**src/rtl/conv_mac_seq_if.sv**
```systemverilog
// Handshake and operand bus between the pixel window, the convolution MAC engine
// and the output pixel writer.
interface conv_mac_seq_if #(
  parameter int unsigned BITS        = 9,
  parameter int unsigned KERNEL_SIZE = 3,
  parameter int unsigned SHIFT_BITS  = 4
);
  localparam int unsigned NTAPS = KERNEL_SIZE * KERNEL_SIZE;

  logic                    in_valid;
  logic                    in_ready;
  logic [NTAPS*BITS-1:0]   shift_in;
  logic [NTAPS*BITS-1:0]   kernel_in;
  logic [SHIFT_BITS-1:0]   shamt;
  logic                    relu_en;
  logic                    out_valid;
  logic                    out_ready;
  logic signed [BITS-1:0]  pixel_out;
  logic                    sat_flag;

  modport master (
    output in_valid, shift_in, kernel_in, shamt, relu_en, out_ready,
    input  in_ready, out_valid, pixel_out, sat_flag
  );

  modport slave (
    input  in_valid, shift_in, kernel_in, shamt, relu_en, out_ready,
    output in_ready, out_valid, pixel_out, sat_flag
  );
endinterface

```
**src/rtl/conv_mac_seq.sv**
```systemverilog
// Sequential KxK convolution MAC: LANES signed multipliers time-shared over the taps,
// followed by a rounding right-shift, optional ReLU and saturation to BITS.
module conv_mac_seq #(
  parameter int unsigned BITS        = 9,
  parameter int unsigned KERNEL_SIZE = 3,
  parameter int unsigned LANES       = 3,
  parameter int unsigned SHIFT_BITS  = 4
) (
  input logic           clk,
  input logic           rst_n,
  conv_mac_seq_if.slave bus
);
  localparam int unsigned NTAPS     = KERNEL_SIZE * KERNEL_SIZE;
  localparam int unsigned NPASS     = (NTAPS + LANES - 1) / LANES;
  localparam int unsigned NPAD      = NPASS * LANES;
  localparam int unsigned ACC_BITS  = 2 * BITS + $clog2(NTAPS) + 1;
  localparam int unsigned RES_BITS  = ACC_BITS + 1;
  localparam int unsigned PROD_BITS = 2 * BITS;
  localparam int unsigned PASS_W    = (NPASS > 1) ? $clog2(NPASS) : 1;
  localparam int unsigned OP_W      = NPAD * BITS;
  localparam int unsigned LANE_W    = LANES * BITS;

  localparam logic signed [RES_BITS-1:0] MAX_V = RES_BITS'(2 ** (BITS - 1) - 1);
  localparam logic signed [RES_BITS-1:0] MIN_V = ~MAX_V;

  typedef enum logic [1:0] {IDLE, ACCUM, HOLD} state_e;

  state_e                      state_q;
  logic [PASS_W-1:0]           pass_q;
  logic signed [ACC_BITS-1:0]  acc_q;
  logic [OP_W-1:0]             pix_q, ker_q;
  logic [OP_W-1:0]             pix_nxt_c, ker_nxt_c;
  logic [SHIFT_BITS-1:0]       shamt_q;
  logic                        relu_q;
  logic                        in_ready_q;
  logic                        out_valid_q;
  logic [BITS-1:0]             pixel_q;
  logic                        sat_q;

  logic signed [PROD_BITS-1:0] prod_c;
  logic signed [ACC_BITS-1:0]  lane_sum_c;
  logic signed [ACC_BITS-1:0]  acc_fin_c;
  logic signed [RES_BITS-1:0]  rounded_c;
  logic signed [RES_BITS-1:0]  shifted_c;
  logic [BITS-1:0]             res_pix_c;
  logic                        res_sat_c;

  // Operands slide down by one pass each cycle, so the lanes always read the low taps;
  // padding taps beyond NTAPS are loaded as zero and contribute nothing.
  if (NPASS > 1) begin : g_shift
    assign pix_nxt_c = {LANE_W'(0), pix_q[OP_W-1:LANE_W]};
    assign ker_nxt_c = {LANE_W'(0), ker_q[OP_W-1:LANE_W]};
  end else begin : g_noshift
    assign pix_nxt_c = pix_q;
    assign ker_nxt_c = ker_q;
  end

  // Sum of this pass's lane products.
  always_comb begin
    prod_c     = '0;
    lane_sum_c = '0;
    for (int l = 0; l < LANES; l++) begin
      prod_c     = PROD_BITS'($signed(pix_q[l*BITS +: BITS])) *
                   PROD_BITS'($signed(ker_q[l*BITS +: BITS]));
      lane_sum_c = lane_sum_c + ACC_BITS'(prod_c);
    end
  end

  assign acc_fin_c = acc_q + lane_sum_c;

  // Round-half-up shift, ReLU, then clamp to the signed BITS range.
  always_comb begin
    rounded_c = RES_BITS'(acc_fin_c);
    if (shamt_q != '0) begin
      rounded_c = rounded_c + (RES_BITS'(1) << (shamt_q - SHIFT_BITS'(1)));
    end
    shifted_c = rounded_c >>> shamt_q;
    if (relu_q && shifted_c[RES_BITS-1]) begin
      shifted_c = '0;
    end
    res_pix_c = shifted_c[BITS-1:0];
    res_sat_c = 1'b0;
    if (shifted_c > MAX_V) begin
      res_pix_c = MAX_V[BITS-1:0];
      res_sat_c = 1'b1;
    end else if (shifted_c < MIN_V) begin
      res_pix_c = MIN_V[BITS-1:0];
      res_sat_c = 1'b1;
    end
  end

  always_ff @(posedge clk or negedge rst_n) begin
    if (!rst_n) begin
      state_q     <= IDLE;
      pass_q      <= '0;
      acc_q       <= '0;
      pix_q       <= '0;
      ker_q       <= '0;
      shamt_q     <= '0;
      relu_q      <= 1'b0;
      in_ready_q  <= 1'b1;
      out_valid_q <= 1'b0;
      pixel_q     <= '0;
      sat_q       <= 1'b0;
    end else begin
      case (state_q)
        IDLE: begin
          if (bus.in_valid && in_ready_q) begin
            pix_q      <= OP_W'(bus.shift_in);
            ker_q      <= OP_W'(bus.kernel_in);
            shamt_q    <= bus.shamt;
            relu_q     <= bus.relu_en;
            acc_q      <= '0;
            pass_q     <= '0;
            in_ready_q <= 1'b0;
            state_q    <= ACCUM;
          end
        end
        ACCUM: begin
          pix_q <= pix_nxt_c;
          ker_q <= ker_nxt_c;
          acc_q <= acc_fin_c;
          if (pass_q == PASS_W'(NPASS - 1)) begin
            pixel_q     <= res_pix_c;
            sat_q       <= res_sat_c;
            out_valid_q <= 1'b1;
            state_q     <= HOLD;
          end else begin
            pass_q <= pass_q + PASS_W'(1);
          end
        end
        HOLD: begin
          if (bus.out_ready) begin
            out_valid_q <= 1'b0;
            in_ready_q  <= 1'b1;
            state_q     <= IDLE;
          end
        end
        default: begin
          state_q    <= IDLE;
          in_ready_q <= 1'b1;
        end
      endcase
    end
  end

  assign bus.in_ready  = in_ready_q;
  assign bus.out_valid = out_valid_q;
  assign bus.pixel_out = pixel_q;
  assign bus.sat_flag  = sat_q;

endmodule

```
**src/flat_wrapper.sv**
```systemverilog
// flat-port wrapper written by rule: the top's interface ports become plain ports
module conv_mac_seq_flat 
#(
  parameter int unsigned BITS        = 9,
  parameter int unsigned KERNEL_SIZE = 3,
  parameter int unsigned LANES       = 3,
  parameter int unsigned SHIFT_BITS  = 4
)
  (clk, rst_n, bus_in_valid, bus_shift_in, bus_kernel_in, bus_shamt, bus_relu_en, bus_out_ready, bus_in_ready, bus_out_valid, bus_pixel_out, bus_sat_flag);
  conv_mac_seq_if #(.BITS(BITS), .KERNEL_SIZE(KERNEL_SIZE), .SHIFT_BITS(SHIFT_BITS)) bus_i ();
  input logic clk;
  input logic rst_n;
  input wire logic [$bits(bus_i.in_valid)-1:0] bus_in_valid;
  input wire logic [$bits(bus_i.shift_in)-1:0] bus_shift_in;
  input wire logic [$bits(bus_i.kernel_in)-1:0] bus_kernel_in;
  input wire logic [$bits(bus_i.shamt)-1:0] bus_shamt;
  input wire logic [$bits(bus_i.relu_en)-1:0] bus_relu_en;
  input wire logic [$bits(bus_i.out_ready)-1:0] bus_out_ready;
  output wire logic [$bits(bus_i.in_ready)-1:0] bus_in_ready;
  output wire logic [$bits(bus_i.out_valid)-1:0] bus_out_valid;
  output wire logic [$bits(bus_i.pixel_out)-1:0] bus_pixel_out;
  output wire logic [$bits(bus_i.sat_flag)-1:0] bus_sat_flag;
  assign bus_i.in_valid = bus_in_valid;
  assign bus_i.shift_in = bus_shift_in;
  assign bus_i.kernel_in = bus_kernel_in;
  assign bus_i.shamt = bus_shamt;
  assign bus_i.relu_en = bus_relu_en;
  assign bus_i.out_ready = bus_out_ready;
  assign bus_in_ready = bus_i.in_ready;
  assign bus_out_valid = bus_i.out_valid;
  assign bus_pixel_out = bus_i.pixel_out;
  assign bus_sat_flag = bus_i.sat_flag;
  conv_mac_seq #(.BITS(BITS), .KERNEL_SIZE(KERNEL_SIZE), .LANES(LANES), .SHIFT_BITS(SHIFT_BITS)) u_core (.clk(clk), .rst_n(rst_n), .bus(bus_i));
endmodule
```
**config.mk**
```make
export PLATFORM = sky130hd
export DESIGN_NAME = conv_mac_seq_flat
export DESIGN_NICKNAME = d
export VERILOG_FILES = /design/src/rtl/conv_mac_seq_if.sv /design/src/rtl/conv_mac_seq.sv /design/src/flat_wrapper.sv
export SDC_FILE = /design/constraint.sdc
export NUM_CORES = 1
export LEC_CHECK = 0
export CORE_MARGIN = 5
export CORE_UTILIZATION = 61
export DETAILED_ROUTE_END_ITERATION = 7
export PLACE_DENSITY = 0.87
export SLEW_MARGIN = 20
export SYNTH_ARGS = -nofsm -noshare
export SYNTH_HDL_FRONTEND = slang
export SYNTH_SLANG_ARGS = --single-unit
```
**constraint.sdc**
```tcl
create_clock -name clk -period 13.26 [get_ports clk]
set_input_delay 2.652 -clock clk [delete_from_list [all_inputs] [get_ports clk]]
set_output_delay 2.652 -clock clk [all_outputs]
set_load 0.05 [all_outputs]
```
### Word level (Yosys, flattened, before mapping)

Cells that the tools add are included.

* $add $sub $neg: 6
* multiply operators: 3
* divide/modulo/power cells: 0
* magnitude comparators: 2
* equality and inequality tests: 7
* shifts and indexed selects: 2
* mux-type cells: 25
* bitwise gates (word level): 1
* reductions and logical operators: 13

Operator list (count)
* case mux 81 bit (2 select lines): 2
* 2-to-1 mux 81 bit: 2
* multiplier 9 x 9 -> 18 bit: 3
* 2-to-1 mux 24 bit: 2
* case mux 23 bit (2 select lines): 1
* adder 23 x 24 -> 24 bit: 1
* greater-than comparator 24 x 9 -> 1 bit, second input constant: 1
* less-than comparator 24 x 9 -> 1 bit, second input constant: 1
* left shift 1 x 4 -> 24 bit, first input constant: 1
* >>> shifter 24 x 4 -> 24 bit: 1
* adder 23 bit: 1
* 2-to-1 mux 23 bit: 1
* adder 19 x 18 -> 20 bit: 1
* adder 18 x 18 -> 19 bit: 1
* 2-to-1 mux 9 bit: 2
* AND reduction 3 bit: 4
* 2-to-1 mux 2 bit: 5
* 2-to-1 mux 1 bit: 6
* case mux 2 bit (3 select lines): 1
* AND reduction 2 bit: 3
* == test 2 bit, second input constant: 2
* != test 2 x 1 -> 1 bit, second input constant: 2
* != test 2 bit, second input constant: 2
* case mux 2 bit (2 select lines): 1
* 10 further kinds: 12

* flip-flop bits (word level): 206
* latch bits: 0
* memory bits (writable): 0
* ROM bits: 0
* output and inout bits: 12
* word-level logic and storage cells: 70
* memories kept: 0

### Longest topological paths before layout

Gate-level depths: netlist of run 1.

* depth in word-level cells: 12
* depth in mapped cells: 49
* depth with buffers taken out: 47

### Worst setup path before layout of run 1

OpenSTA, ideal clock, no wires.

* kind: reg2reg
* start point: register u_core.pix_q[23]
* end point: register u_core.pixel_q[7] (netlist: u_core.bus.pixel_out[7])
* setup time: 0.066 ns
* data arrival time: 10.881 ns
* path slack: 2.313 ns
* stages on the path, launching flop included: 48
* buffers on the path: 1
* period minus slack after synthesis: 10.947 ns
* path through: dfrtp_1 -> clkbuf_1 -> and2_1 -> fa_1 -> inv_1 -> fa_1 -> fa_1 -> inv_1 -> fa_1 -> fa_1 -> inv_1 -> fa_1 -> inv_1 -> ha_1 -> ha_1 -> ha_1 -> a21oi_1 -> o21bai_1 -> (+12 left out) -> a21oi_1 -> xor2_1 -> ha_1 -> nor2_1 -> nor3b_1 -> a2bb2oi_1 -> a21boi_0 -> nor2_1 -> nand2_1 -> or4_1 -> a21oi_1 -> a21o_1 -> a31oi_1 -> or4b_1 -> nor4_4 -> a21oi_2 -> o21ai_1 -> o21a_1

* cells in the longest elaborated chain, start to end: 11
* elaborated cells on any way between the ends: 12
* classes of those cells: 3 x add/sub; 1 x mul; 2 x order compare; 1 x shift; 4 x mux; 1 x reduce/logical

RTL lines
* start: declaration: line conv_mac_seq.sv:31 `logic [OP_W-1:0] pix_q, ker_q;`
* start signal: assignment: line conv_mac_seq.sv:109 `pix_q <= OP_W'(bus.shift_in);`
* start signal: assignment: line conv_mac_seq.sv:120 `pix_q <= pix_nxt_c;`
* multiplier 9 x 9 -> 18 bit (*): line conv_mac_seq.sv:63 `prod_c = PROD_BITS'($signed(pix_q[l*BITS +: BITS])) *`
* adder 19 x 18 -> 20 bit (*): line conv_mac_seq.sv:65 `lane_sum_c = lane_sum_c + ACC_BITS'(prod_c);`
* adder 23 bit (*): line conv_mac_seq.sv:69 `assign acc_fin_c = acc_q + lane_sum_c;`
* adder 23 x 24 -> 24 bit: line conv_mac_seq.sv:75 `rounded_c = rounded_c + (RES_BITS'(1) << (shamt_q - SHIFT_BITS'(1)));`
* 2-to-1 mux 24 bit (*): line conv_mac_seq.sv:74 `if (shamt_q != '0) begin`
* >>> shifter 24 x 4 -> 24 bit (*): line conv_mac_seq.sv:77 `shifted_c = rounded_c >>> shamt_q;`
* logical AND 1 bit: line conv_mac_seq.sv:78 `if (relu_q && shifted_c[RES_BITS-1]) begin`
* 2-to-1 mux 24 bit (*): line conv_mac_seq.sv:78
* less-than comparator 24 x 9 -> 1 bit: line conv_mac_seq.sv:86 `end else if (shifted_c < MIN_V) begin`
* 2-to-1 mux 9 bit: line conv_mac_seq.sv:86
* 2-to-1 mux 9 bit (*): line conv_mac_seq.sv:83 `if (shifted_c > MAX_V) begin`
* end signal: assignment: line conv_mac_seq.sv:124 `pixel_q <= res_pix_c;`
* end: declaration: line conv_mac_seq.sv:37 `logic [BITS-1:0] pixel_q;`

Every way passes the cells marked *; elsewhere a longest branch is shown, timed or not.
A chain may end at the register's enable or synchronous reset.

### Final worst setup path of run 1

* start point: register u_core.ker_q[20]
* end point: register u_core.pixel_q[1] (netlist: u_core.bus.pixel_out[1])

* cells in the longest elaborated chain, start to end: 11
* elaborated cells on any way between the ends: 12
* classes of those cells: 3 x add/sub; 1 x mul; 2 x order compare; 1 x shift; 4 x mux; 1 x reduce/logical

RTL lines
* start: declaration: line conv_mac_seq.sv:31
* start signal: assignment: line conv_mac_seq.sv:110 `ker_q <= OP_W'(bus.kernel_in);`
* start signal: assignment: line conv_mac_seq.sv:121 `ker_q <= ker_nxt_c;`
* multiplier 9 x 9 -> 18 bit (*): line conv_mac_seq.sv:63
* adder 19 x 18 -> 20 bit (*): line conv_mac_seq.sv:65
* adder 23 bit (*): line conv_mac_seq.sv:69
* adder 23 x 24 -> 24 bit: line conv_mac_seq.sv:75
* 2-to-1 mux 24 bit (*): line conv_mac_seq.sv:74
* >>> shifter 24 x 4 -> 24 bit (*): line conv_mac_seq.sv:77
* logical AND 1 bit: line conv_mac_seq.sv:78
* 2-to-1 mux 24 bit (*): line conv_mac_seq.sv:78
* less-than comparator 24 x 9 -> 1 bit: line conv_mac_seq.sv:86
* 2-to-1 mux 9 bit: line conv_mac_seq.sv:86
* 2-to-1 mux 9 bit (*): line conv_mac_seq.sv:83

Marked as above.

==> flow_metrics.tcl, run 1 <==
set metrics [dict create \
    layout_common_cells "418 x nand2_1, 338 x inv_1, 285 x fa_1, 215 x o21ai_0, 203 x dfrtp_1" \
    worst_slack_ps 704.7 \
    io_buffers 182 \
    hold_buffers 0 \
    critical-path-slowest-cell "dfrtp_1" \
    cts_root_buffer "clkbuf_16" \
    ant_nets 0 \
    slowest_delay_ps 670 \
    worstMarginPinSlew_ps 1074 \
    ys_seq_area_share_pct 22.72 \
    dpl.hpwl_mm 53.06 \
    synth_compound_area_share_pct 13.28 \
    skew_ps 20.49 \
    grt_max_degree 199 \
    cts_tree "yes" \
    grt-ovfl-total 0 \
    synthSimpleGateAreaFrac_pct 15.04 \
    ios 183 \
    syn_inst 2526 \
    hp-class "register to register" \
    synthToLayoutAreaGrowth_pct 12.41 \
    grt_use_total_pct 32.68 \
    synth_cell_types 85 \
    vias_per_cell 6.078 \
    die_area_mm2 0.04117 \
    final_common_cell "nand2_1" \
    critPathArrivalTime_ps 12970 \
    syn_nets 3119 \
    async_flop_share_pct 100.0 \
    antenna_found_initial 4 \
    first_global_vias 19740 \
    fin_nets 3207 \
    drive_gt1_share_pct 3.687 \
    ys_warn_count 0 \
    grt_pass1_wl_mm 106.7 \
    max_cap_violations 0 \
    drtPass1Iterations 6 \
    fin_crit_ps 12560 \
    cp.buffers_inverters 4 \
    finalCritPeriodShare_pct 94.69 \
    setup_viol 0 \
    routed_wl_mm 67.06 \
    clockBufferDepth 3 \
    rsz0062_at_grt "no" \
    htreeDepth 1 \
    clock.fmax_ghz 0.07965 \
    maxSlewHeadroom_pct 28.37 \
    crit_path_start_kind "register" \
    path_clk_slew_ps 70 \
    drc 0 \
    post_drt_wl_per_cell_um 21.62 \
    core-area_mm2 0.03670 \
    critical_path_class "register to register" \
    post_cts_buffers 0 \
    rows 70 \
    cts.sinks 206 \
    setup_tns_ps 0 \
    path_max_fanout 10 \
    crit_top_cell "fa_1" \
    hold_viol_final 0 \
    muxShareOfSynthArea_pct 5.567 \
    synth_top_family_by_area "adder cells" \
    vias 18850 \
    die_w_um 202.9 \
    synthAdderAreaFrac_pct 32.69 \
    status "finished clean" \
    synth-seq-cells 206 \
    drtIter0Drc 1829 \
    cts-buffers-inserted 24 \
    synth-edff-count 0 \
    drv_slew 0 \
    die_y_um 202.9 \
    cp-end-kind "register" \
    required_ps 13670 \
    synth-xor-area-share_pct 2.624 \
    worstSkewPairLatency_ps 540 \
    place_ws_ps 870.4 \
    ys.flop_type "dfrtp_1" \
    syn_area_per_cell_um2 8.986 \
    synthesis.area_mm2 0.02270 \
    gp_congestion 0.9439 \
    path_delay_family "adder cells" \
    initial_utilization_pct 61.85 \
]
==> cell families (layout without fill, tap and decap cells) <==
logic type / Yosys count / after routing
flops: 206 / 206
buf+inv: 477 / 582
xor+xnor: 68 / 68
other cells: 0 / 3
mux: 122 / 122
compound gates: 489 / 489
fa+ha+maj: 422 / 422
simple gates: 742 / 742
==> repair_timing <==
action | CTS | global route
endpoints found under the setup margin | 0 | 8
hold endpoints to repair | 0 | 0
resized for setup | 0 | 3
==> registers in the layout (all words and copies together), names as in the netlist <==
signal and cells:
u_core.acc_q 23, u_core.bus.in_ready 1, u_core.bus.out_valid 1, u_core.bus.pixel_out 9, u_core.bus.sat_flag 1, u_core.ker_q 81, u_core.pass_q 2, u_core.pix_q 81
u_core.relu_q 1, u_core.shamt_q 4, u_core.state_q 2
==> tightest hold or removal path, cell delays in order, from the launching register on <==
cell	delay, ps
dfrtp_1	340
nand2_1	50
o21ai_0	60
==> Yosys cell counts (7+ instances only) <==
library cell    n  area share [%]
nand2_1       418             6.9
inv_1         338             5.6
fa_1          285              25
o21ai_0       216             4.8
dfrtp_1       205              23
ha_1          137             7.6
and2_1        132             3.6
mux2i_1       115             5.1
clkbuf_1      107             1.8
nor2_1         93             1.5
a21oi_1        76             1.7
xnor2_1        49             1.9
a211oi_1       25            0.83
a21o_1         25            0.83
o21a_1         20            0.66
xor2_1         19            0.73
nand2b_1       18            0.50
buf_1          17            0.28
nor3_1         15            0.33
o211ai_1       12            0.40
o22ai_1        11            0.30
nand4_1         9            0.25
nor2b_1         9            0.25
o21ai_1         9            0.20
o21bai_1        9            0.30
and3_1          8            0.22
a31oi_1         7            0.19
a32oi_1         7            0.27
==> final timing paths <==
kind                                               from                                  end  slack [ps]  depth (start not counted)
max                        u_core.ker_q[20]$_DFFE_PN0P_  u_core.bus.pixel_out[1]$_DFFE_PN0P_         700                         45
min                        u_core.pix_q[59]$_DFFE_PN0P_         u_core.pix_q[32]$_DFFE_PN0P_         470                          2
max reg2reg                u_core.ker_q[20]$_DFFE_PN0P_  u_core.bus.pixel_out[1]$_DFFE_PN0P_         700                         45
min reg2reg                u_core.pix_q[59]$_DFFE_PN0P_         u_core.pix_q[32]$_DFFE_PN0P_         470                          2
max in group asynchronous                         rst_n         u_core.acc_q[22]$_DFFE_PN0P_        8870                          3
min in group asynchronous                         rst_n         u_core.pix_q[19]$_DFFE_PN0P_        2100                          1
==> through the flow <==
step | hold slack [ps] | area, µm² | util, % | instances
final | 467.6 | 25520 | 69.53 | 3102
after global routing | 506.0 | 25510 | 69.52 | 3100
after CTS | 482.2 | 25500 | 69.49 | 3099
after detailed placement | 466.8 | 24710 | 67.33 | 3056
after global placement | 456.4 | 24710 | 67.33 | 3056
after floorplan | 449.2 | 22700 | - | 2526
==> area by class of cell <==
cell class / instances / area (µm²)
Antenna cell: 3 / 7.507
Clock buffer: 28 / 635.6
Clock inverter: 15 / 157.7
Fill cell: 2784 / 11180
Inverter: 341 / 1280
Multi-Input combinational cell: 1843 / 15730
Sequential cell: 206 / 5159
Tap cell: 468 / 585.6
Timing Repair Buffer: 198 / 1962
==> per-layer routing <==
metal | up-vias | share of wire, % | GRT usage, %
li1 | 8369 | - | -
met1 | 9367 | 40 | 44.48
met5 | - | 0.072 | 0.7143
met3 | 155 | 11 | 10.91
met4 | 4 | 3.4 | 10.52
met2 | 958 | 45 | 49.85
Power of run 1 is not shown: default switching activity piles up to over one toggle a cycle in this logic, so the estimate is an artifact.
==> inputs of run 2 (changes only) <==
--- a/config.mk
+++ b/config.mk
@@ -8,6 +8,7 @@
 export CORE_MARGIN = 5
 export CORE_UTILIZATION = 61
 export DETAILED_ROUTE_END_ITERATION = 7
+export MAX_ROUTING_LAYER = met4
 export PLACE_DENSITY = 0.87
 export SLEW_MARGIN = 20
 export SYNTH_ARGS = -nofsm -noshare
==> run 2 against run 1 <==
Net effect:
- first-iteration DRC count increased by 4.2%
- critical path depth decreased by 1
- via count decreased by 0.35%
- wire length increased by 2.6%
- sequential share of layout area about the same
- flip-flop and latch count unchanged
- non-clock buffer count increased by 2
- final cell count increased by 0.13%
- highest routed layer is now met4
==> flow_metrics.tcl, run 2 (synthesis results as in run 1) <==
set metrics [dict create \
    setup_tns_ps 0 \
    worstMarginPinSlew_ps 1176 \
    drv_slew 0 \
    hold_buffers 0 \
    grt_pass1_wl_mm 110.0 \
    cts_root_buffer "clkbuf_16" \
    required_ps 13770 \
    max_cap_violations 0 \
    endpoint "u_core.bus.pixel_out[6]$_DFFE_PN0P_" \
    r2r_start "u_core.ker_q[9]$_DFFE_PN0P_" \
    drc 0 \
    vias_per_cell 6.049 \
    grt-ovfl-total 0 \
    worstSkewPairLatency_ps 560 \
    final_area_mm2 0.02552 \
    hp-class "register to register" \
    critical_path_class "register to register" \
    crit_path_start_kind "register" \
    maxSlewHeadroom_pct 21.60 \
    die_area_mm2 0.04117 \
    finalCritPeriodShare_pct 94.39 \
    clock.fmax_ghz 0.07990 \
    critPathLaunch "u_core.ker_q[9]$_DFFE_PN0P_" \
    final_common_cell "nand2_1" \
    slowest_delay_ps 600 \
    drtIter0Drc 1905 \
    io_buffers 182 \
    ios 183 \
    path_clk_slew_ps 70 \
    grt_max_degree 200 \
    ff2ff_setup_slack_ps 740 \
    post_drt_wl_per_cell_um 22.16 \
    antenna_found_initial 3 \
    cts-buffers-inserted 24 \
    placed_area_mm2 0.02472 \
    path_max_fanout 10 \
    largestRegisters "u_core.ker_q: 81 flops, u_core.pix_q: 81 flops, u_core.acc_q: 23 flops" \
    rows 70 \
    dpl.hpwl_mm 53.95 \
    critical-path-slowest-cell "dfrtp_1" \
    vias 18790 \
    grt_use_total_pct 34.78 \
    fin_crit_ps 12520 \
    hold_viol_final 0 \
    layout_common_cells "418 x nand2_1, 338 x inv_1, 285 x fa_1, 216 x o21ai_0, 205 x dfrtp_1" \
    first_global_vias 19800 \
    cp-end-kind "register" \
    timing.rr.end "u_core.bus.pixel_out[6]$_DFFE_PN0P_" \
    die_y_um 202.9 \
    skew_ps 21.42 \
    critPathArrivalTime_ps 13020 \
    rsz0062_at_grt "no" \
    crit_top_cell "fa_1" \
    die_w_um 202.9 \
    ant_nets 0 \
    cts_tree "yes" \
    clockBufferDepth 3 \
    htreeDepth 1 \
    cts.sinks 206 \
    gp_congestion 1.016 \
    initial_utilization_pct 61.85 \
    core-area_mm2 0.03670 \
    setup_viol 0 \
    synthToLayoutAreaGrowth_pct 12.45 \
    drive_gt1_share_pct 3.493 \
    fin_nets 3209 \
    rr_worst_depth 44 \
    routed_wl_mm 68.84 \
    drtPass1Iterations 5 \
    status "finished clean" \
]
## run 2: worst min-delay path by stage
stage                                      start                            to  cells past startpoint
finish              u_core.pix_q[77]$_DFFE_PN0P_  u_core.pix_q[50]$_DFFE_PN0P_                      2
global route        u_core.pix_q[66]$_DFFE_PN0P_  u_core.pix_q[39]$_DFFE_PN0P_                      2
CTS                 u_core.pix_q[66]$_DFFE_PN0P_  u_core.pix_q[39]$_DFFE_PN0P_                      2
detailed placement  u_core.pix_q[77]$_DFFE_PN0P_  u_core.pix_q[50]$_DFFE_PN0P_                      2
global placement    u_core.ker_q[75]$_DFFE_PN0P_  u_core.ker_q[48]$_DFFE_PN0P_                      2
floorplan           u_core.ker_q[27]$_DFFE_PN0P_   u_core.ker_q[0]$_DFFE_PN0P_                      2
## run 2: final cells by class
type,instances,area (µm²)
multi-input cells,1843,15730
fillers,2733,11170
repair buffers,200,1981
flip-flops and latches,206,5156
diodes,4,10.01
clock buffers,36,685.7
well taps,468,585.6
inverters,341,1280
clock inverters,8,96.34
## run 2: layer usage
metal	part of all wire (%)	track usage (%)
met5	0	-
met2	45	50.79
met3	10	8.673
met1	41	48.59
met4	3.4	10.60
## run 2: stage by stage
stage                     worst slack [ps]  hold slack [ps]  std cells  utilization, %
after floorplan                       2313            449.2       2526               -
after global placement                1065            457.6       3058           67.37
after detailed placement             864.1            464.9       3058           67.37
after CTS                            839.5            480.5       3102           69.50
after global routing                 122.7            508.3       3105           69.54
final                                744.0            482.3       3106           69.55
## run 2: worst max-delay path, delay by kind of cell (launching register included)
family                     cells  cell delay, ps
buffers and inverters          4             240
xor gates and xnor gates       2             310
AOI/OAI and AO/OA             18            3350
and+or+nand+nor                9            2990
adders and majority gates     11            4960
DFF                            1             600
## run 2: what timing repair did
| action | in CTS | in global routing |
|---|---|---|
| setup endpoints to repair | 0 | 7 |
| resized for setup | 0 | 1 |
| hold endpoints to repair | 0 | 0 |
| setup buffers | 0 | 0 |
Power of run 2 is left out for the same reason.
